===== src/rtl/mmio_led_pwm.sv =====
// mmio_led_pwm: MMIO-mapped LED controller with per-LED PWM duty, enable mask and blink
module mmio_led_pwm #(
   parameter int          NUM_LEDS   = 24,
   parameter int          PWM_BITS   = 8,
   parameter int          BLINK_BITS = 24,
   parameter logic [31:0] BASE_ADDR  = 32'hFFFF_0100
) (
   input  logic                sys_clk,
   input  logic                rst_n,
   input  logic                mmio_read,
   input  logic                mmio_write,
   input  logic [31:0]         mmio_addr,
   input  logic [31:0]         mmio_write_data,
   output logic                mmio_work,
   output logic                mmio_done,
   output logic [31:0]         mmio_read_data,
   output logic [NUM_LEDS-1:0] leds_pin
);
   logic [PWM_BITS-1:0]   duty_shadow [NUM_LEDS];
   logic [PWM_BITS-1:0]   duty_active [NUM_LEDS];
   logic [NUM_LEDS-1:0]   enable;
   logic [NUM_LEDS-1:0]   blink;
   logic [BLINK_BITS-1:0] period;
   logic [BLINK_BITS-1:0] blink_cnt;
   logic [PWM_BITS-1:0]   pwm_cnt;
   logic                  blink_phase;
   logic [5:0]            offset;
   logic                  accept;
   logic                  wr_en;
   logic [31:0]           duty_rd;
   logic [31:0]           rd_val;
   logic                  unused_bits;

   assign mmio_work   = mmio_addr[31:8] == BASE_ADDR[31:8];
   assign offset      = mmio_addr[7:2];
   assign accept      = mmio_work & ~mmio_done;
   assign wr_en       = accept & mmio_write;
   assign unused_bits = ^{mmio_addr[1:0], mmio_write_data};

   // read mux: duty shadows, config registers and status; everything else reads 0
   always_comb begin
      duty_rd = '0;
      for (int i = 0; i < NUM_LEDS; i++)
         if (offset == 6'(i)) duty_rd = 32'(duty_shadow[i]);
      rd_val = offset <  6'h20 ? duty_rd :
               offset == 6'h20 ? 32'(enable) :
               offset == 6'h21 ? 32'(blink) :
               offset == 6'h22 ? 32'(period) :
               offset == 6'h23 ? (32'(pwm_cnt) << 16) | 32'(blink_phase) : '0;
   end

   // one-cycle acknowledge; a held request is accepted only while done is low
   always_ff @(posedge sys_clk or negedge rst_n) begin
      if (!rst_n) begin
         mmio_done      <= 1'b0;
         mmio_read_data <= '0;
      end else begin
         mmio_done      <= accept;
         mmio_read_data <= (accept & mmio_read) ? rd_val : '0;
      end
   end

   // software-visible configuration registers
   always_ff @(posedge sys_clk or negedge rst_n) begin
      if (!rst_n) begin
         enable <= '0;
         blink  <= '0;
         period <= '0;
         for (int i = 0; i < NUM_LEDS; i++) duty_shadow[i] <= '1;
      end else begin
         if (wr_en && offset == 6'h20) enable <= mmio_write_data[NUM_LEDS-1:0];
         if (wr_en && offset == 6'h21) blink  <= mmio_write_data[NUM_LEDS-1:0];
         if (wr_en && offset == 6'h22) period <= mmio_write_data[BLINK_BITS-1:0];
         for (int i = 0; i < NUM_LEDS; i++)
            if (wr_en && offset == 6'(i)) duty_shadow[i] <= mmio_write_data[PWM_BITS-1:0];
      end
   end

   // free-running PWM counter; duties go live only at wrap so a period is never torn
   always_ff @(posedge sys_clk or negedge rst_n) begin
      if (!rst_n) begin
         pwm_cnt <= '0;
         for (int i = 0; i < NUM_LEDS; i++) duty_active[i] <= '1;
      end else begin
         pwm_cnt <= pwm_cnt + 1'b1;
         if (pwm_cnt == '1)
            for (int i = 0; i < NUM_LEDS; i++) duty_active[i] <= duty_shadow[i];
      end
   end

   // blink half-period timer, idle while period is zero
   always_ff @(posedge sys_clk or negedge rst_n) begin
      if (!rst_n) begin
         blink_cnt   <= '0;
         blink_phase <= 1'b0;
      end else if (period == '0) begin
         blink_cnt   <= '0;
         blink_phase <= 1'b0;
      end else if (blink_cnt >= period) begin
         blink_cnt   <= '0;
         blink_phase <= ~blink_phase;
      end else begin
         blink_cnt   <= blink_cnt + 1'b1;
      end
   end

   // registered LED drive
   always_ff @(posedge sys_clk or negedge rst_n) begin
      if (!rst_n) leds_pin <= '0;
      else
         for (int i = 0; i < NUM_LEDS; i++)
            leds_pin[i] <= enable[i] & (pwm_cnt < duty_active[i]) & ~(blink[i] & blink_phase);
   end
endmodule


===== config.mk =====
export PLATFORM = sky130hd
export DESIGN_NAME = mmio_led_pwm
export DESIGN_NICKNAME = d
export VERILOG_FILES = /design/src/rtl/mmio_led_pwm.sv
export SDC_FILE = /design/constraint.sdc
export NUM_CORES = 1
export LEC_CHECK = 0
export BUFFER_PORTS_ARGS = -buffer_cell sky130_fd_sc_hd__buf_2
export CORE_MARGIN = 8
export CORE_UTILIZATION = 35
export CTS_CLUSTER_DIAMETER = 100
export DETAILED_ROUTE_END_ITERATION = 8
export PLACE_DENSITY = 0.62
export SLEW_MARGIN = 40
export SYNTH_ARGS = -nofsm -noshare
export SYNTH_HDL_FRONTEND = slang
export SYNTH_SLANG_ARGS = --single-unit

===== constraint.sdc =====
create_clock -name sys_clk -period 3.5 [get_ports sys_clk]
set_clock_uncertainty 0.15 [all_clocks]
set_input_delay 0.7 -clock sys_clk [delete_from_list [all_inputs] [get_ports sys_clk]]
set_output_delay 0.7 -clock sys_clk [all_outputs]
set_load 0.02 [all_outputs]

==> qor.yml <==
worst_slew_pin_slew_ns: 0.8673
cp.arrival_ns: 2.59
grt.met2_usage_pct: 28.21
clock_sinks: 538
fin_crit_sh_pct: 98.18
synthTopCellsByArea: "dfstp_2 (36%), dfrtp_1 (14%), mux2_2 (10%)"
numCtsBuffers: 59
fin_setup_tns_ns: 0
cts_buffer_depth: 3
ir_worst_vdd_v: 0.0004130
cp-start-kind: "input pin"
syn_inst: 2493
yosys_warnings: 0
drc: 0
grt_start_max_net_pins: 102
port_buffers: 107
rows: 103
met3_usage_pct: 3.706
die_y_um: 298.2
fmax_ghz: 0.2910
status: "completed"
seq_area_um2: 13940
min_path_type: "in2reg"
die_area_um2: 88910
initial_utilization_pct: 35.34
place_hpwl_um: 59050
core_um2: 78870
ys_ff_latch: 538
fin_util_pct: 40.97
track_usage_pct: 18.44
gp_congestion: 0.8770
io_pins: 126
use_met1_pct: 25.79
drtIter0Drc: 1509
syn_area_um2: 27870
ys_seq_area_share_pct: 50.03
drt.antenna.violating_nets: 0
reg2reg_slack_ns: 0.71
maxSlewViolCount: 0
cts_htree_levels: 2
fillers: 7646
synth_top_cell_area_share_pct: 36.20
grt.busiest_layer: "met2"
overflow: 0
grt_pass1_wl_um: 127200
routedWlPerCell_um: 22.34
yosys.area.top_type: "dfstp_2"
critPathRequiredTime_ns: 2.65
grt_antenna_before_repair: 6
cap_violations: 0
first_global_vias: 19920
slew_headroom_pct: 42.18
period_needed_ns: 3.436
clk_latency_ns: 0.63
final_hold_viol_count: 0
end_kind: "output port"
path_class: "in2out"
synthArstFlopShare_pct: 100.0
drive_above_1_share_pct: 37.68
ys.flop_type: "dfstp_2"
routed_wl_um: 83700
rsz0062_at_grt: "no"
layout.nets: 2902
synth_cell_types: 74
setup_violations: 0
cts-root-buf: "clkbuf_16"
chipWidth_um: 298.2
power_density_nw_per_um2: 413.8
syn_area_per_cell_um2: 11.18
first_pass_iters: 5
path_clk_slew_ns: 0.06
vias: 19790
syn_to_final_growth_pct: 15.93
multi_input_area_um2: 12640
cts_tree: "yes"
vias_per_cell: 5.282
synth_edf_count: 0
crit_path_max_fanout: 7
p_leak_nw: 13.56
==> routing by layer <==
layer | vias up | share of wire, %
met5 | - | 0
met4 | 0 | 3.5
met3 | 137 | 6.5
met2 | 623 | 44
met1 | 9960 | 46
li1 | 9071 | -
==> cell usage in the layout, fill, tap and decap left out, types with 12 or more instances in the layout <==
cell type  count
dfstp_2      384
nand4_1       14
a22oi_1       48
mux2_2       250
inv_1        199
xor2_1        15
buf_12        13
buf_4        102
nor3_1        13
nor2_1        72
mux2_1        33
clkinv_2      16
nand3b_1      14
clkbuf_16     64
o21ai_0      218
nor2b_1       12
a21oi_1       65
a21o_1        67
nand3_1       49
a31oi_1       30
nand2b_1      31
ha_1         194
mux4_2        12
mux2_4        15
dfrtp_1      154
mux2i_1       34
xnor2_1       12
clkbuf_8      13
buf_2        104
nand2_1      235
nand2_4       18
a211oi_1      16
o21a_1        17
o22ai_1       13
==> what timing repair did <==
item / in CTS / in global routing
setup buffers: 0 / 0
endpoints found under the hold margin: 16 / 0
setup endpoints to repair: 0 / 1
hold buffers: 1 / 0
resized for setup: 0 / 1
==> Yosys cell counts (all sizes together), types with 9 or more instances <==
master / n
clkbuf: 93
o22ai: 13
nand4b: 11
nand2b: 31
inv: 199
nor4: 10
nand2: 253
o21a: 17
mux2i: 34
nor3: 13
a21oi: 65
o21bai: 10
ha: 194
nand4: 14
xnor2: 12
and2: 9
mux2: 298
o21ai: 219
dfrtp: 154
nand3b: 14
dfstp: 384
mux4: 12
nand3: 49
buf: 49
a31oi: 30
a211oi: 16
a21o: 67
nor2b: 12
nor2: 72
xor2: 15
and3: 10
a22oi: 48
==> registers in the layout, indices dropped and copies added, names as in the netlist <==
name / cells
leds_pin: 24
enable: 24
blink_cnt: 24
blink: 24
period: 24
duty_active: 192
mmio_done: 1
pwm_cnt: 8
duty_shadow: 192
blink_phase: 1
mmio_read_data: 24
==> worst max-delay path, stage by stage <==
cell and delay (ns):
buf_2 0.20, or4b_1 0.72, nor4_4 0.30, and2_1 0.25
buf_4 0.21, buf_2 0.18
==> layout make-up <==
cell class,instances,share of cell area (%)
Clock inverter,24,0.7939
Clock buffer,88,5.638
Multi-Input combinational cell,1620,39.11
Timing Repair Buffer,221,4.864
Sequential cell,538,43.16
Antenna cell,6,0.04647
Inverter,200,2.324
Tap cell,1050,4.066
==> report_power, final <==
group / leakage [nW] / switching, mW / total [mW] / internal, mW
combinational: 6.42 / 0.388 / 0.522 / 0.134
clock: 1.04 / 2.64 / 6.60 / 3.96
sequential: 6.10 / 0.000000131 / 6.24 / 6.24
==> logic make-up after synthesis <==
logic type,synth area share (%)
multiplexers,14.43
AND/OR/NAND/NOR,9.329
adder cells (fa/ha/maj),8.710
other,0.01346
AO/OA/AOI/OAI,11.71
flip-flops,50.03
buffers and inverters,4.921
XOR/XNOR,0.8485
==> metrics by stage <==
step,worst slack [ns],total power [mW],hold WS (ns),area (um2),instances
floorplan,0.6727,6.515,0.2544,27900,2500
global placement,0.1515,6.858,0.3215,30200,3628
detailed placement,0.1571,6.857,0.3248,30200,3628
CTS,0.1519,13.49,0.1576,32280,3741
global route,0.01600,13.76,0.1786,32300,3742
finish,0.06361,13.37,0.1979,32310,3747
==> path summary, 6_finish.rpt <==
path | start | end | depth (start not counted)
hold reg to reg | blink_cnt[0] | blink_cnt[0] | 1
max in group asynchronous | rst_n | duty_active[71] | 3
setup / recovery | mmio_addr[9] | mmio_work | 6
min in group asynchronous | rst_n | leds_pin[5] | 2
setup reg to reg | period[19] | blink_phase | 9
hold / removal | mmio_write_data[23] | period[23] | 2
No activity file was read; power rests on OpenSTA's default activity.
